**src/rtl/fpga_debug_pkg.sv**
```systemverilog
`default_nettype none
// ============================================================================
//  Module   : fpga_debug_pkg
//  Purpose  : Shared types, ASCII constants and helpers for the exit-status
//             debug UART reporter (FSM state enums, frame layout, nibble to
//             uppercase hex conversion).
//  Revision : 1.0 - initial release
// ============================================================================
package fpga_debug_pkg;

    // Character sequencer states (top level)
    typedef enum logic [1:0] {
        ST_IDLE = 2'd0,
        ST_LOAD = 2'd1,
        ST_XMIT = 2'd2,
        ST_DONE = 2'd3
    } rpt_state_t;

    // Byte serialiser states
    typedef enum logic [1:0] {
        TX_IDLE  = 2'd0,
        TX_START = 2'd1,
        TX_DATA  = 2'd2,
        TX_STOP  = 2'd3
    } tx_state_t;

    localparam int          FRAME_LEN         = 15;
    localparam logic [39:0] ASCII_EXIT_PREFIX = 40'h45_58_49_54_3A; // "EXIT:"
    localparam logic [7:0]  ASCII_CR          = 8'h0D;
    localparam logic [7:0]  ASCII_LF          = 8'h0A;

    // 0-9 -> '0'..'9', 10-15 -> 'A'..'F'
    function automatic logic [7:0] nibble_to_ascii(input logic [3:0] n);
        if (n < 4'd10) begin
            return 8'h30 + {4'h0, n};
        end
        return 8'h41 + {4'h0, n} - 8'd10;
    endfunction

    // Character at position idx of "EXIT:" + 8 hex digits + CR LF
    function automatic logic [7:0] frame_char(input logic [3:0]  idx,
                                              input logic [31:0] value);
        logic [7:0] ch;
        logic [2:0] pos;
        logic [3:0] nib;
        ch  = ASCII_LF;
        // idx 5 selects the top nibble (pos 7), idx 12 the bottom (pos 0)
        pos = 3'(4'd12 - idx);
        nib = value[{pos, 2'b00} +: 4];
        case (idx)
            4'd0:    ch = ASCII_EXIT_PREFIX[39:32];
            4'd1:    ch = ASCII_EXIT_PREFIX[31:24];
            4'd2:    ch = ASCII_EXIT_PREFIX[23:16];
            4'd3:    ch = ASCII_EXIT_PREFIX[15:8];
            4'd4:    ch = ASCII_EXIT_PREFIX[7:0];
            4'd5, 4'd6, 4'd7, 4'd8,
            4'd9, 4'd10, 4'd11, 4'd12:
                     ch = nibble_to_ascii(nib);
            4'd13:   ch = ASCII_CR;
            default: ch = ASCII_LF;
        endcase
        return ch;
    endfunction

endpackage
`default_nettype wire

```
**src/rtl/uart_tx_byte.sv**
```systemverilog
`default_nettype none
// ============================================================================
//  Module   : uart_tx_byte
//  Purpose  : 8N1 byte serialiser with valid/ready handshake.
//  Ports    : clk_i, rst_ni (async, active-low)
//             i_valid/i_data  byte offered; accepted when o_ready is high
//             o_ready         serialiser idle
//             o_tx            registered TX line, idle high
//             o_last          high during the final cycle of the stop bit
//  Revision : 1.0 - initial release
// ============================================================================
module uart_tx_byte
    import fpga_debug_pkg::*;
#(
    parameter int CLKS_PER_BIT = 130
) (
    input  logic       clk_i,
    input  logic       rst_ni,
    input  logic       i_valid,
    input  logic [7:0] i_data,
    output logic       o_ready,
    output logic       o_tx,
    output logic       o_last
);

    localparam int                 c_CNT_W   = (CLKS_PER_BIT > 2) ? $clog2(CLKS_PER_BIT) : 1;
    localparam logic [c_CNT_W-1:0] c_CNT_MAX = c_CNT_W'(CLKS_PER_BIT - 1);

    tx_state_t          r_state, w_state_nxt;
    logic [c_CNT_W-1:0] r_cnt, w_cnt_nxt;
    logic [2:0]         r_bit, w_bit_nxt;
    logic [7:0]         r_data, w_data_nxt;
    logic               r_tx, w_tx_nxt;
    logic               w_cnt_wrap;
    logic               w_last;

    assign w_cnt_wrap = (r_cnt == c_CNT_MAX);
    assign o_ready    = (r_state == TX_IDLE);
    assign o_tx       = r_tx;
    assign o_last     = w_last;

    always_ff @(posedge clk_i or negedge rst_ni) begin
        if (!rst_ni) begin
            r_state <= TX_IDLE;
            r_cnt   <= '0;
            r_bit   <= '0;
            r_data  <= '0;
            r_tx    <= 1'b1;
        end else begin
            r_state <= w_state_nxt;
            r_cnt   <= w_cnt_nxt;
            r_bit   <= w_bit_nxt;
            r_data  <= w_data_nxt;
            r_tx    <= w_tx_nxt;
        end
    end

    always_comb begin
        w_state_nxt = r_state;
        w_cnt_nxt   = r_cnt;
        w_bit_nxt   = r_bit;
        w_data_nxt  = r_data;
        w_last      = 1'b0;
        w_tx_nxt    = 1'b1;
        case (r_state)
            TX_IDLE: begin
                if (i_valid) begin
                    w_data_nxt  = i_data;
                    w_cnt_nxt   = '0;
                    w_bit_nxt   = '0;
                    w_state_nxt = TX_START;
                end
            end
            TX_START: begin
                if (w_cnt_wrap) begin
                    w_cnt_nxt   = '0;
                    w_bit_nxt   = '0;
                    w_state_nxt = TX_DATA;
                end else begin
                    w_cnt_nxt = r_cnt + 1'b1;
                end
            end
            TX_DATA: begin
                if (w_cnt_wrap) begin
                    w_cnt_nxt = '0;
                    if (r_bit == 3'd7) begin
                        w_state_nxt = TX_STOP;
                    end else begin
                        w_bit_nxt = r_bit + 1'b1;
                    end
                end else begin
                    w_cnt_nxt = r_cnt + 1'b1;
                end
            end
            default: begin // TX_STOP
                if (w_cnt_wrap) begin
                    w_cnt_nxt   = '0;
                    w_last      = 1'b1;
                    w_state_nxt = TX_IDLE;
                end else begin
                    w_cnt_nxt = r_cnt + 1'b1;
                end
            end
        endcase
        // Line level is decoded from the next state so the pin is a flop
        // output and changes exactly on the bit boundary.
        case (w_state_nxt)
            TX_START: w_tx_nxt = 1'b0;
            TX_DATA:  w_tx_nxt = w_data_nxt[w_bit_nxt];
            default:  w_tx_nxt = 1'b1;
        endcase
    end

endmodule
`default_nettype wire

```
**src/rtl/exit_status_uart_reporter.sv**
```systemverilog
`default_nettype none
// ============================================================================
//  Module   : exit_status_uart_reporter
//  Purpose  : Captures the SoC exit code on the rising edge of exit_valid_i,
//             drives sticky pass/fail LEDs and prints "EXIT:XXXXXXXX\r\n"
//             on an 8N1 TX-only debug UART.
//  Ports    : clk_i, rst_ni (async, active-low)
//             exit_valid_i / exit_value_i  SoC exit flag and code
//             tx_o                         UART TX, idle high
//             busy_o                       frame in progress
//             done_o                       one-cycle end-of-frame pulse
//             exit_ok_led_o/exit_fail_led_o sticky result LEDs
//  Revision : 1.0 - initial release
// ============================================================================
module exit_status_uart_reporter
    import fpga_debug_pkg::*;
#(
    parameter int CLKS_PER_BIT = 130,
    parameter int EXIT_W       = 32
) (
    input  logic              clk_i,
    input  logic              rst_ni,
    input  logic              exit_valid_i,
    input  logic [EXIT_W-1:0] exit_value_i,
    output logic              tx_o,
    output logic              busy_o,
    output logic              done_o,
    output logic              exit_ok_led_o,
    output logic              exit_fail_led_o
);

    generate
        if (CLKS_PER_BIT < 2) begin : g_bad_clks_per_bit
            $error("CLKS_PER_BIT must be >= 2");
        end
        if (EXIT_W != 32) begin : g_bad_exit_w
            $error("EXIT_W must be 32");
        end
    endgenerate

    localparam logic [3:0] c_LAST_IDX = 4'(FRAME_LEN - 1);

    rpt_state_t        r_state, w_state_nxt;
    logic [3:0]        r_idx, w_idx_nxt;
    logic              r_valid_q;
    logic [EXIT_W-1:0] r_capture;
    logic              r_ok_led, r_fail_led;
    logic              w_edge;
    logic              w_capture_en;
    logic              w_tx_valid;
    logic              w_tx_ready;
    logic              w_tx_last;
    logic [7:0]        w_char;

    // History resets to 0, so a level already high at reset release is an edge
    assign w_edge = exit_valid_i & ~r_valid_q;
    assign w_char = frame_char(r_idx, r_capture);

    assign busy_o          = (r_state == ST_LOAD) || (r_state == ST_XMIT);
    assign done_o          = (r_state == ST_DONE);
    assign exit_ok_led_o   = r_ok_led;
    assign exit_fail_led_o = r_fail_led;

    always_ff @(posedge clk_i or negedge rst_ni) begin
        if (!rst_ni) begin
            r_state    <= ST_IDLE;
            r_idx      <= '0;
            r_valid_q  <= 1'b0;
            r_capture  <= '0;
            r_ok_led   <= 1'b0;
            r_fail_led <= 1'b0;
        end else begin
            r_state   <= w_state_nxt;
            r_idx     <= w_idx_nxt;
            r_valid_q <= exit_valid_i;
            if (w_capture_en) begin
                r_capture  <= exit_value_i;
                // Sticky: two differing captures light both LEDs
                r_ok_led   <= r_ok_led   | (exit_value_i == '0);
                r_fail_led <= r_fail_led | (exit_value_i != '0);
            end
        end
    end

    always_comb begin
        w_state_nxt  = r_state;
        w_idx_nxt    = r_idx;
        w_capture_en = 1'b0;
        w_tx_valid   = 1'b0;
        case (r_state)
            ST_IDLE: begin
                // Edges outside IDLE are dropped, never queued
                if (w_edge) begin
                    w_capture_en = 1'b1;
                    w_idx_nxt    = '0;
                    w_state_nxt  = ST_LOAD;
                end
            end
            ST_LOAD: begin
                w_tx_valid = 1'b1;
                if (w_tx_ready) begin
                    w_state_nxt = ST_XMIT;
                end
            end
            ST_XMIT: begin
                if (w_tx_last) begin
                    if (r_idx == c_LAST_IDX) begin
                        w_state_nxt = ST_DONE;
                    end else begin
                        w_idx_nxt   = r_idx + 1'b1;
                        w_state_nxt = ST_LOAD;
                    end
                end
            end
            default: begin // ST_DONE
                w_state_nxt = ST_IDLE;
            end
        endcase
    end

    uart_tx_byte #(
        .CLKS_PER_BIT (CLKS_PER_BIT)
    ) u_uart_tx_byte (
        .clk_i   (clk_i),
        .rst_ni  (rst_ni),
        .i_valid (w_tx_valid),
        .i_data  (w_char),
        .o_ready (w_tx_ready),
        .o_tx    (tx_o),
        .o_last  (w_tx_last)
    );

endmodule
`default_nettype wire
```
**config.mk**
```make
export PLATFORM = sky130hd
export DESIGN_NAME = exit_status_uart_reporter
export DESIGN_NICKNAME = d
export VERILOG_FILES = /design/src/rtl/fpga_debug_pkg.sv /design/src/rtl/uart_tx_byte.sv /design/src/rtl/exit_status_uart_reporter.sv
export SDC_FILE = /design/constraint.sdc
export NUM_CORES = 1
export LEC_CHECK = 0
export ABC_CLOCK_PERIOD_IN_PS = 3700
export BUFFER_PORTS_ARGS = -buffer_cell sky130_fd_sc_hd__buf_2
export CAP_MARGIN = 20
export CORE_MARGIN = 5
export CORE_UTILIZATION = 53
export CTS_CLUSTER_SIZE = 20
export DETAILED_ROUTE_END_ITERATION = 10
export PLACE_DENSITY = 0.75
export SLEW_MARGIN = 20
export SYNTH_ARGS = -nofsm -noshare
export SYNTH_HDL_FRONTEND = slang
export SYNTH_HIERARCHICAL = 1
export SYNTH_SLANG_ARGS = --single-unit
```
**constraint.sdc**
```tcl
create_clock -name clk_i -period 3.7 [get_ports clk_i]
set_clock_uncertainty 0.2 [all_clocks]
set_input_delay 0.185 -clock clk_i [delete_from_list [all_inputs] [get_ports clk_i]]
set_output_delay 0.185 -clock clk_i [all_outputs]
set_load 0.005 [all_outputs]
```
# [Yosys cells after proc, flatten, opt, wreduce, memory -nomap -nowiden]
# Cells that the tools add are included.
[word_totals] inputBits=35 register_bits=63
[op_classes] n_reduce_logical=11 mux=38 add_sub_neg=7 n_lt_le_gt_ge=2 eq_ne=28 n_shift=1 bitwise_logic=4
[ops] operator="8-bit two-way mux" count=7
[ops] operator="8-bit one-hot mux with 7 select lines" count=1
[ops] operator="32-bit logical NOT" count=1
[ops] operator="32-bit nonzero test" count=1
[ops] operator="32-bit by 6-bit indexed part select with 4-bit output" count=1
[ops] operator="4-bit equality test (second input constant)" count=7
[ops] operator="2-bit two-way mux" count=9
[ops] operator="4-bit by 3-bit equality test with 1-bit output (second input constant)" count=4
[ops] operator="3-bit two-way mux" count=4
[ops] operator="4-bit two-way mux" count=3
[ops] operator="2-bit one-hot mux with 3 select lines" count=2
[ops] operator="3-bit one-hot mux with 3 select lines" count=1
[ops] operator="7-bit by 4-bit adder with 8-bit output (first input constant)" count=1
[ops] operator="8-bit by 1-bit adder with 8-bit output (second input constant)" count=1
[ops] operator="2-bit equality test (second input constant)" count=4
[ops] operator="4-bit by 2-bit equality test with 1-bit output (second input constant)" count=2
[ops] operator="8-bit equality test (second input constant)" count=1
[ops] operator="1-bit two-way mux" count=8
[ops] operator="4-bit one-hot mux with 2 select lines" count=1
[ops] operator="8-bit OR reduction" count=1
[ops] operator="8-bit by 4-bit subtractor with 8-bit output (second input constant)" count=1
[ops] operator="6-bit by 4-bit adder with 7-bit output (first input constant)" count=1
[ops] operator="2-bit by 1-bit equality test with 1-bit output (second input constant)" count=3
[ops] operator="2-bit by 1-bit != test with 1-bit output (second input constant)" count=3
[ops] operator="other kinds (20)" count=23

# [Logic depth before layout (Yosys ltp)]
# Gate-level depths: netlist (run 1).
[depth] depth_word=12 mapped_depth=16

# [Hierarchy]
# The synthesis (run 1) kept the hierarchy.
[modules_own_cells] mod="exit_status_uart_reporter" area_each_um2=2319.7 seq_area_each_um2=1026.0 cells_per_inst=196 n_inst=1
[modules_own_cells] mod="uart_tx_byte" area_each_um2=1228.7 seq_area_each_um2=551.8 cells_per_inst=120 n_inst=1

# [Worst setup path after synthesis (run 1)]
# OpenSTA, ideal clock, no wires.
[synth_path] path_type="register -> register" from="reg r_idx[0]" to="reg u_uart_tx_byte.r_tx, in the netlist u_uart_tx_byte/o_tx" stages_incl_launch_ff=16 path_slack_ps=-57 setup_ps=94 path_buffers=2 period_less_slack_ps=3757 arrival_time_ps=3463 required_time_ps=3406 path_cell_list="dfrtp_1 -> inv_1 -> ha_1 -> buf_6 -> buf_12 -> mux2i_1 -> mux4_2 -> ha_1 -> o21ai_0 -> a21o_1 -> o21ai_0 -> mux2_2 -> mux2_2 -> a22o_1 -> o41ai_2 -> o211ai_1"
[synth_via] elab_chain_len=12 word_cells_on_any_way=31 classes_between="add/sub (4); order compare (1); eq/ne (13); shift (1); mux (10); reduce/logical (2)"
[synth_lines] item="start, declared" line="exit_status_uart_reporter.sv:44" rtl="logic [3:0] r_idx, w_idx_nxt;"
[synth_lines] item="start signal, assigned" line="exit_status_uart_reporter.sv:74" rtl="r_idx <= w_idx_nxt;"
[synth_lines] item="parallel branches: the longest is 6 deep, another holds 7-bit by 4-bit adder with 8-bit output"
[synth_lines] item="8-bit one-hot mux with 7 select lines (*)" line="fpga_debug_pkg.sv:50" rtl="case (idx)"
[synth_lines] item="named net w_char[4]" line="exit_status_uart_reporter.sv:53" rtl="logic [7:0] w_char;"
[synth_lines] item="8-bit two-way mux (*)" line="uart_tx_byte.sv:67" rtl="if (i_valid) begin"
[synth_lines] item="8-bit two-way mux (*)" line="uart_tx_byte.sv:65" rtl="case (r_state)"
[synth_lines] item="named net u_uart_tx_byte.w_data_nxt[4]" line="uart_tx_byte.sv:32" rtl="logic [7:0] r_data, w_data_nxt;"
[synth_lines] item="1-bit binary-select mux with 3-bit select (*)" line="uart_tx_byte.sv:109" rtl="TX_DATA: w_tx_nxt = w_data_nxt[w_bit_nxt];"
[synth_lines] item="1-bit two-way mux (implied by the code) (*)" line="uart_tx_byte.sv:109"
[synth_lines] item="1-bit one-hot mux with 2 select lines (*)" line="uart_tx_byte.sv:107" rtl="case (w_state_nxt)"
[synth_lines] item="named net u_uart_tx_byte.w_tx_nxt" line="uart_tx_byte.sv:33" rtl="logic r_tx, w_tx_nxt;"
[synth_lines] item="end signal, assigned" line="uart_tx_byte.sv:54" rtl="r_tx <= w_tx_nxt;"
[synth_lines] item="end, declared" line="uart_tx_byte.sv:33"
# Mark *: on every way through the listed nets, which the timed path passes. The select of a mux whose other input is x is not followed.
# A chain may end at the register's enable or synchronous reset.

# [Worst setup path after layout (run 1)]
[layout_path] from="reg r_idx[1]" to="reg u_uart_tx_byte.r_tx, in the netlist u_uart_tx_byte/o_tx"
# Same word-level chain as after synthesis.

==> results.yml, run 1 <==
run_status:
  status: "complete, no violations"
floorplan:
  core_sq_mm: 0.00642
  row_count: 29
  die_width_um: 91.8
  num_io_pins: 40
  die_y_um: 91.8
  start_util_pct: 55.3
  die_area_sq_mm: 0.00843
drt:
  drtIter0Drc: 174
  drc_errors: 0
  vias: 2767
  via_per_inst: 5.72
  drtPass1Iterations: 4
  wl_um: 8100
  ant_nets: 0
  post_drt_wl_per_cell_um: 16.7
final_layout:
  drive_gt1_share_pct: 31.2
  layoutNonFillerInstCount: 484
  fin_nets: 449
  area_growth_syn_to_layout_pct: 25.1
  num_antenna_cells: 0
  final.fill_count: 471
synth:
  yosysWarnings: 6
  yosys_most_used_dff: "dfrtp_1"
  synth_commonest_cells: "dfrtp_1 (62), mux2_2 (42), o21ai_0 (26), nand2_1 (22), mux2i_1 (16)"
  synth_cells: 316
  synth_edf_count: 0
  async_flop_share_pct: 100
  synth_nets: 363
  yosysMostFrequentCell: "dfrtp_1"
  ys_top_cells_by_area: "dfrtp_1 (44%), mux2_2 (13%), mux2i_1 (4.5%)"
  syn_area_sq_mm: 0.00355
  synth_top_area_share_pct: 43.7
  syn_area_per_cell_sq_um: 11.2
  synth_seq_area_share_pct: 44.5
  yosys.area.top_type: "dfrtp_1"
  synth_cell_types: 57
  synth_seq_cells: 63
clocking:
  htreeDepth: 3
  cts_tree: "built"
  clk_latency_ps: 360
  tritoncts.num_buffers: 9
  clock-sinks: 63
  cts_buffer_depth: 2
  clkSlewWorstSetupHoldPaths_ps: 70
  cts_root_buf: "clkbuf_8"
global_route:
  grt_usage_pct: 20.2
  antenna_found_initial: 0
  overflow: 0
  grt_pass1_vias: 2817
  grt_pass1_wl_um: 13500
  grt_max_degree: 43
placed_design:
  portBuffers: 39
  place.gp.congestion: 0.903
  dp_hpwl_um: 5460
  place_inst: 429
  pre_cts_slack_ps: -66.1
sta:
  slew_violations: 0
  finalCriticalPeriod_ps: 3560
  worstMarginPinSlew_ps: 958
  finalCritPeriodShare_pct: 96.3
  max_slew_margin_pct: 36.2
  finalHoldViolCount: 0
  fmax_mhz: 281
  fin_ws_ps: 135
  setup_viol: 0
worst_setup_path:
  crit_path_end_kind: "register"
  cp.required_ps: 3760
  crit_type: "reg2reg"
  cp_max_fo: 6
  cp.arrival_ps: 3630
  start_kind: "register"
min_path:
  hp-class: "reg2reg"
power:
  power_leakage_nw: 2.02
  ir_drop_v: 0.000420
  power_density_mw_per_mm2: 764
job:
  cap_violations: 0
## what timing repair did
item | CTS | global route
hold buffers | 34 | 0
endpoints found under the setup margin | 1 | 1
hold endpoints to repair | 73 | 0
setup buffers | 0 | 4
resized for setup | 2 | 2
## metrics by stage
stage	area, sq um	setup TNS, ps	hold slack [ps]	utilization (%)	total power, mW
CTS	4390	0	275	68.3	3.27
global route	4440	-9.49	294	69.1	3.61
finish	4440	0	277	69.1	3.39
detailed placement	3830	-66.1	109	59.7	2.57
floorplan	3550	0	-311	-	2.24
global placement	3830	0	108	59.7	2.51
## worst paths after layout
kind	start	end	slack, ps	cells after the start
min in group asynchronous	rst_ni	exit_fail_led_o	320	2
setup reg to reg	r_idx[1]	u_uart_tx_byte/o_tx	140	13
setup / recovery	r_idx[1]	u_uart_tx_byte/o_tx	140	13
hold reg to reg	exit_fail_led_o	exit_fail_led_o	280	1
max in group asynchronous	rst_ni	r_capture[18]	2130	3
hold / removal	exit_fail_led_o	exit_fail_led_o	280	1
## per-layer routing
metal / routed length, um / GRT usage, %
met1: 3730 / 27.1
met2: 3900 / 32.4
met3: 303 / 3.36
met4: 159 / 8.66
met5: 0 / 0
## layout make-up
| cell class | instances | area, sq um | area share (%) |
|---|---|---|---|
| clock inverter | 5 | 81.3 | 1.83 |
| multi-input combinational | 229 | 1870 | 42.1 |
| inverter | 13 | 48.8 | 1.10 |
| timing repair buffer | 86 | 631 | 14.2 |
| tap | 77 | 96.3 | 2.17 |
| clock buffer | 11 | 131 | 2.96 |
| sequential | 63 | 1580 | 35.6 |
## sequential cells by signal, summed over array words and instances (netlist names), 2 cells and up
register / flops
u_uart_tx_byte/r_bit: 3
r_capture: 32
u_uart_tx_byte/r_data: 8
r_idx: 4
u_uart_tx_byte/r_state: 2
u_uart_tx_byte/r_cnt: 8
r_state: 2
## critical path: stages, from the launching register on
cell and delay (ps):
dfrtp_1 390, inv_1 100, ha_4 330, mux2i_1 90, mux4_2 540, ha_1 240, o21ai_1 200, a21o_1 130
o21ai_0 100, mux2_2 310, mux2_2 260, a22o_1 230, o41ai_2 210, o211ai_1 130
## where the power goes
part           internal, mW  switching (mW)  total, mW
registers             0.957           0.191       1.15
clock network         0.381           0.278      0.659
logic                 0.830           0.754       1.58
total                  2.17            1.22       3.39
## placed cells by master, fill, tap and decap left out, types with 3 or more instances in the layout
| cell | count |
|---|---|
| a21o_1 | 3 |
| a21oi_1 | 6 |
| a22o_1 | 3 |
| and3_1 | 4 |
| buf_2 | 39 |
| buf_4 | 12 |
| clkbuf_8 | 9 |
| dfrtp_1 | 61 |
| dlygate4sd3_1 | 34 |
| ha_1 | 11 |
| inv_1 | 12 |
| mux2_2 | 42 |
| mux2i_1 | 16 |
| mux4_2 | 3 |
| nand2_1 | 22 |
| nand2b_1 | 4 |
| nand3_1 | 7 |
| nand4_1 | 5 |
| nor2_1 | 14 |
| nor2b_1 | 5 |
| nor3_1 | 5 |
| nor3b_1 | 3 |
| nor4_1 | 8 |
| o21ai_0 | 25 |
| xor2_1 | 4 |
## cells by family after synthesis
kind of cell | share of synthesized area [%]
simple gates | 13.9
mux | 21.6
flops | 44.5
compound gates | 11.4
buf+inv | 3.28
fa+ha+maj | 4.23
xor+xnor | 0.987
other cells | 0.106
No activity file was read; power rests on OpenSTA's default activity.
==> run 2, diff against run 1 <==
==> constraint.sdc (replaced) <==
create_clock -name clk_i -period 3.7 [get_ports clk_i]
set_clock_uncertainty 0.2 [all_clocks]
set_input_delay 0.37 -clock clk_i [delete_from_list [all_inputs] [get_ports clk_i]]
set_output_delay 0.37 -clock clk_i [all_outputs]
set_load 0.005 [all_outputs]
==> run 2 against run 1 <==
Effect of this change:
- worst hold slack got worse by 210 ps
- combinational power down 7%
- critical path depth decreased by 1
- largest cell class unchanged
- worst setup slack better by 24 ps
==> results.yml, run 2 (synthesis results as in run 1) <==
sta:
  finalCritPeriodShare_pct: 95.7
  fmax_mhz: 282
  fin_ws_ps: 159
  setup_viol: 0
  whs_ps: 67.9
  setup_tns_ps: 0
  slew_violations: 0
  rsz0062_at_grt: "false"
  finalCriticalPeriod_ps: 3540
  finalHoldViolCount: 0
  max_slew_margin_pct: 32.3
  worstMarginPinSlew_ps: 1000
worst_setup_path:
  crit_type: "reg2reg"
  reg2reg_depth: 12
  start_kind: "register"
  reg2reg_slack_ps: 160
  r2r_end: "u_uart_tx_byte/o_tx"
  crit_path_end_kind: "register"
  cp.arrival_ps: 3590
  cp.required_ps: 3750
  r2r_start: "r_idx[1]"
  cp_max_fo: 6
clocking:
  clock-sinks: 63
  cts_buffer_depth: 2
  clkSlewWorstSetupHoldPaths_ps: 70
  post-cts-setup-buffers: 0
  clk_latency_ps: 340
  cts_root_buf: "clkbuf_8"
  cts_tree: "built"
  tritoncts.num_buffers: 9
  htreeDepth: 3
final_layout:
  final.fill_count: 523
  area_growth_syn_to_layout_pct: 15.2
  fin_util_pct: 63.7
  reg_top3: "r_capture (32), u_uart_tx_byte/r_cnt (8), u_uart_tx_byte/r_data (8)"
  top_register: "r_capture"
  layoutNonFillerInstCount: 447
  num_antenna_cells: 0
  drive_gt1_share_pct: 32.7
  final_area_sq_mm: 0.00409
  regArea_sq_mm: 0.00158
  final_common_cell: "dfrtp_1"
  multi_input_area_sq_mm: 0.00187
  fin_nets: 412
  largest_register_ffs: 32
  final_cell_mix: "dfrtp_1 (61), mux2_2 (42), buf_2 (38), o21ai_0 (25), nand2_1 (22)"
placed_design:
  place_inst: 429
  place_area_sq_mm: 0.00383
  portBuffers: 39
  dp_hpwl_um: 5410
  pre_cts_slack_ps: 42.5
  place.gp.congestion: 0.896
global_route:
  grt_max_degree: 50
  overflow: 0
  grt_pass1_vias: 2584
  antenna_found_initial: 0
  grt_usage_pct: 18.5
  grt_pass1_wl_um: 12300
drt:
  drtIter0Drc: 156
  via_per_inst: 5.84
  post_drt_wl_per_cell_um: 16.4
  ant_nets: 0
  drtPass1Iterations: 4
  vias: 2611
  wl_um: 7350
  drc_errors: 0
floorplan:
  die_y_um: 91.8
  num_io_pins: 40
  die_width_um: 91.8
  start_util_pct: 55.3
  row_count: 29
  core_sq_mm: 0.00642
  die_area_sq_mm: 0.00843
min_path:
  min_from: "exit_value_i[2]"
  min_path_cells: 2
  hold_path_end: "r_capture[2]"
  hp-class: "in2reg"
run_status:
  status: "complete, no violations"
power:
  ir_drop_v: 0.000428
  power_density_mw_per_mm2: 803
  power_leakage_nw: 1.86
  p_total_mw: 3.28
job:
  cap_violations: 0
==> run 2: how the worst max path moves through the flow <==
| stage | start | to | slack, ps | cells after the start |
|---|---|---|---|---|
| 2_1_floorplan | r_idx[0] | u_uart_tx_byte/o_tx | 50 | 15 |
| 3_3_place_gp | r_idx[1] | u_uart_tx_byte/o_tx | 140 | 13 |
| 3_5_place_dp | r_idx[1] | u_uart_tx_byte/o_tx | 40 | 13 |
| 4_1_cts | r_idx[1] | u_uart_tx_byte/o_tx | 40 | 13 |
| 5_1_grt | r_idx[1] | u_uart_tx_byte/o_tx | 1 | 13 |
| 6_report | r_idx[1] | u_uart_tx_byte/o_tx | 160 | 12 |
==> run 2: layout make-up <==
class / instances / area share (%)
inverters: 13 / 1.19
clock inverters: 3 / 1.65
clock buffers: 13 / 3.64
flip-flops and latches: 63 / 38.6
repair buffers: 49 / 6.79
well taps: 77 / 2.36
multi-input cells: 229 / 45.7
==> run 2: report_power, final <==
group          internal (mW)  switching [mW]  total, mW
combinational          0.765           0.708       1.47
clock                  0.399           0.267      0.666
sequential             0.957           0.189       1.15
total                   2.12            1.16       3.28
==> run 2: what timing repair did <==
item | CTS | global route
endpoints found under the hold margin | 1 | 48
hold buffers | 1 | 1
resized for setup | 1 | 3
endpoints found under the setup margin | 1 | 1
==> run 2: worst max-delay path, cell delays in order, from the launching register on <==
cell and delay, ps:
dfrtp_1 410, inv_1 120, ha_4 330, buf_4 170
mux2i_1 110, mux4_2 570, a21oi_1 290, o21ai_0 120
mux2_2 300, mux2_2 260, a22o_1 230, o41ai_2 200
o211ai_1 130
==> run 2: layer usage <==
metal / vias to the layer above / share of wire [%] / GRT usage (%)
li1: 1262 / - / -
met1: 1287 / 47 / 25.8
met2: 46 / 48 / 28.4
met3: 16 / 3.0 / 3.19
met4: 0 / 2.2 / 8.79
met5: - / 0 / 0
==> run 3, diff against run 2 <==
Settings changed: CTS_BUF_LIST set to sky130_fd_sc_hd__clkbuf_4 sky130_fd_sc_hd__clkbuf_8 sky130_fd_sc_hd__clkbuf_16.
==> run 3 against run 2 <==
Effect of this change:
- sequential share of layout area down 0.11 points
- worst hold slack about the same
- non-clock buffer count unchanged
- final cell count unchanged
- flip-flop and latch count did not move
- combinational power barely moved
- global-route usage stayed put
- critical endpoint unchanged
- largest cell class unchanged
==> results.yml, run 3 (synthesis results as in run 1) <==
global_route:
  grt_pass1_vias: 2584
  grt_pass1_wl_um: 12300
  grt_max_degree: 50
  grt_usage_pct: 18.5
  overflow: 0
  antenna_found_initial: 0
worst_setup_path:
  cp-startpoint: "r_idx[1]"
  r2r_end: "u_uart_tx_byte/o_tx"
  crit_top_cell: "mux2_2"
  reg2reg_depth: 12
  worstSetupEndpoint: "u_uart_tx_byte/o_tx"
  cp.required_ps: 3750
  r2r_start: "r_idx[1]"
  cp.arrival_ps: 3590
  worstPathCellList: "inv_1 > ha_4 > buf_4 > mux2i_1 > mux4_2 > a21oi_1 > o21ai_0 > mux2_2 > mux2_2 > a22o_1 > o41ai_2 > o211ai_1"
  crit_path_end_kind: "register"
  start_kind: "register"
  cp_max_fo: 6
  crit_path_max_incr_delay_ps: 570
  reg2reg_slack_ps: 160
  crit_slowest_cell: "mux4_2"
  crit_type: "reg2reg"
placed_design:
  dp_hpwl_um: 5410
  place_inst: 429
  portBuffers: 39
  place.gp.congestion: 0.896
sta:
  setup_tns_ps: 0
  whs_ps: 68.2
  slew_violations: 0
  finalCriticalPeriod_ps: 3540
  fmax_mhz: 282
  finalHoldViolCount: 0
  max_slew_margin_pct: 31.3
  finalCritPeriodShare_pct: 95.8
  setup_viol: 0
  rsz0062_at_grt: "false"
  worstMarginPinSlew_ps: 1020
final_layout:
  num_antenna_cells: 0
  final_cell_mix: "dfrtp_1 (61), mux2_2 (42), buf_2 (38), o21ai_0 (25), nand2_1 (22)"
  final_common_cell: "dfrtp_1"
  reg_top3: "r_capture (32), u_uart_tx_byte/r_cnt (8), u_uart_tx_byte/r_data (8)"
  top_register: "r_capture"
  area_growth_syn_to_layout_pct: 15.6
  final.fill_count: 520
  fin_nets: 412
  layoutNonFillerInstCount: 447
  largest_register_ffs: 32
  drive_gt1_share_pct: 33.5
drt:
  ant_nets: 0
  post_drt_wl_per_cell_um: 16.4
  drtPass1Iterations: 4
  drtIter0Drc: 158
  via_per_inst: 5.87
  drc_errors: 0
  wl_um: 7340
  vias: 2626
clocking:
  cts_root_buf: "clkbuf_8"
  post-cts-setup-buffers: 0
  clock-sinks: 63
  cts_buffer_depth: 2
  cts_tree: "built"
  clk_latency_ps: 340
  clkSlewWorstSetupHoldPaths_ps: 70
  htreeDepth: 3
  tritoncts.num_buffers: 9
min_path:
  hp-class: "in2reg"
power:
  ir_drop_v: 0.000424
  power_leakage_nw: 1.87
  power_density_mw_per_mm2: 806
floorplan:
  num_io_pins: 40
  die_y_um: 91.8
  row_count: 29
  die_area_sq_mm: 0.00843
  die_width_um: 91.8
  start_util_pct: 55.3
  core_sq_mm: 0.00642
run_status:
  status: "complete, no violations"
job:
  cap_violations: 0
## run 3: cell count changes in the layout (fill, tap and decap cells not counted)
cell and change:
clkbuf_1 -3, clkbuf_4 +3
## run 3: power breakdown
part / switching [mW] / total, mW / internal, mW
clock network: 0.266 / 0.687 / 0.421
logic: 0.708 / 1.47 / 0.764
registers: 0.188 / 1.14 / 0.957
total: 1.16 / 3.30 / 2.14
## run 3: how the worst min path moves through the flow
stage / from / end / slack (ps) / cells past startpoint
after floorplan: rst_ni / exit_fail_led_o / -130 / 0
after global placement: exit_fail_led_o / exit_fail_led_o / 260 / 1
after detailed placement: exit_ok_led_o / exit_ok_led_o / 270 / 1
after CTS: rst_ni / r_capture[20] / 60 / 1
after global routing: exit_value_i[21] / r_capture[21] / 60 / 2
final: exit_value_i[2] / r_capture[2] / 70 / 2
## run 3: routing by layer
layer | part of all wire [%] | global-route usage [%]
met2 | 47 | 28.4
met3 | 3.1 | 3.19
met1 | 47 | 25.8
met4 | 2.1 | 8.79
met5 | 0 | 0
## run 3: worst max-delay path: cells and delay by family, from the launching register on
kind                       cells  cell delay (ps)
muxes                          4             1240
AOI/OAI and AO/OA              5              970
DFF                            1              410
adders and majority gates      1              330
buffers and inverters          2              290
## run 3: layout make-up
class | count | area [sq um] | area share [%]
timing repair buffer | 49 | 278 | 6.77
clock inverter | 3 | 67.6 | 1.65
inverter | 13 | 48.8 | 1.19
multi-input combinational | 229 | 1870 | 45.6
tap | 77 | 96.3 | 2.35
clock buffer | 13 | 160 | 3.91
sequential | 63 | 1580 | 38.5
## run 3: what timing repair did
item                       in CTS  in global routing
setup endpoints to repair       1                  1
hold endpoints to repair        1                 48
hold buffers                    1                  1
gates resized for setup         1                  3
## run 3: stage by stage
stage | utilization (%) | power, mW | area (sq um) | setup slack (ps)
detailed placement | 59.7 | 2.57 | 3830 | 42.5
finish | 63.8 | 3.30 | 4100 | 156
floorplan | - | 2.24 | 3550 | 52.3
global route | 63.8 | 3.54 | 4100 | 1.41
CTS | 63.4 | 3.28 | 4070 | 36.5
global placement | 59.7 | 2.51 | 3830 | 135
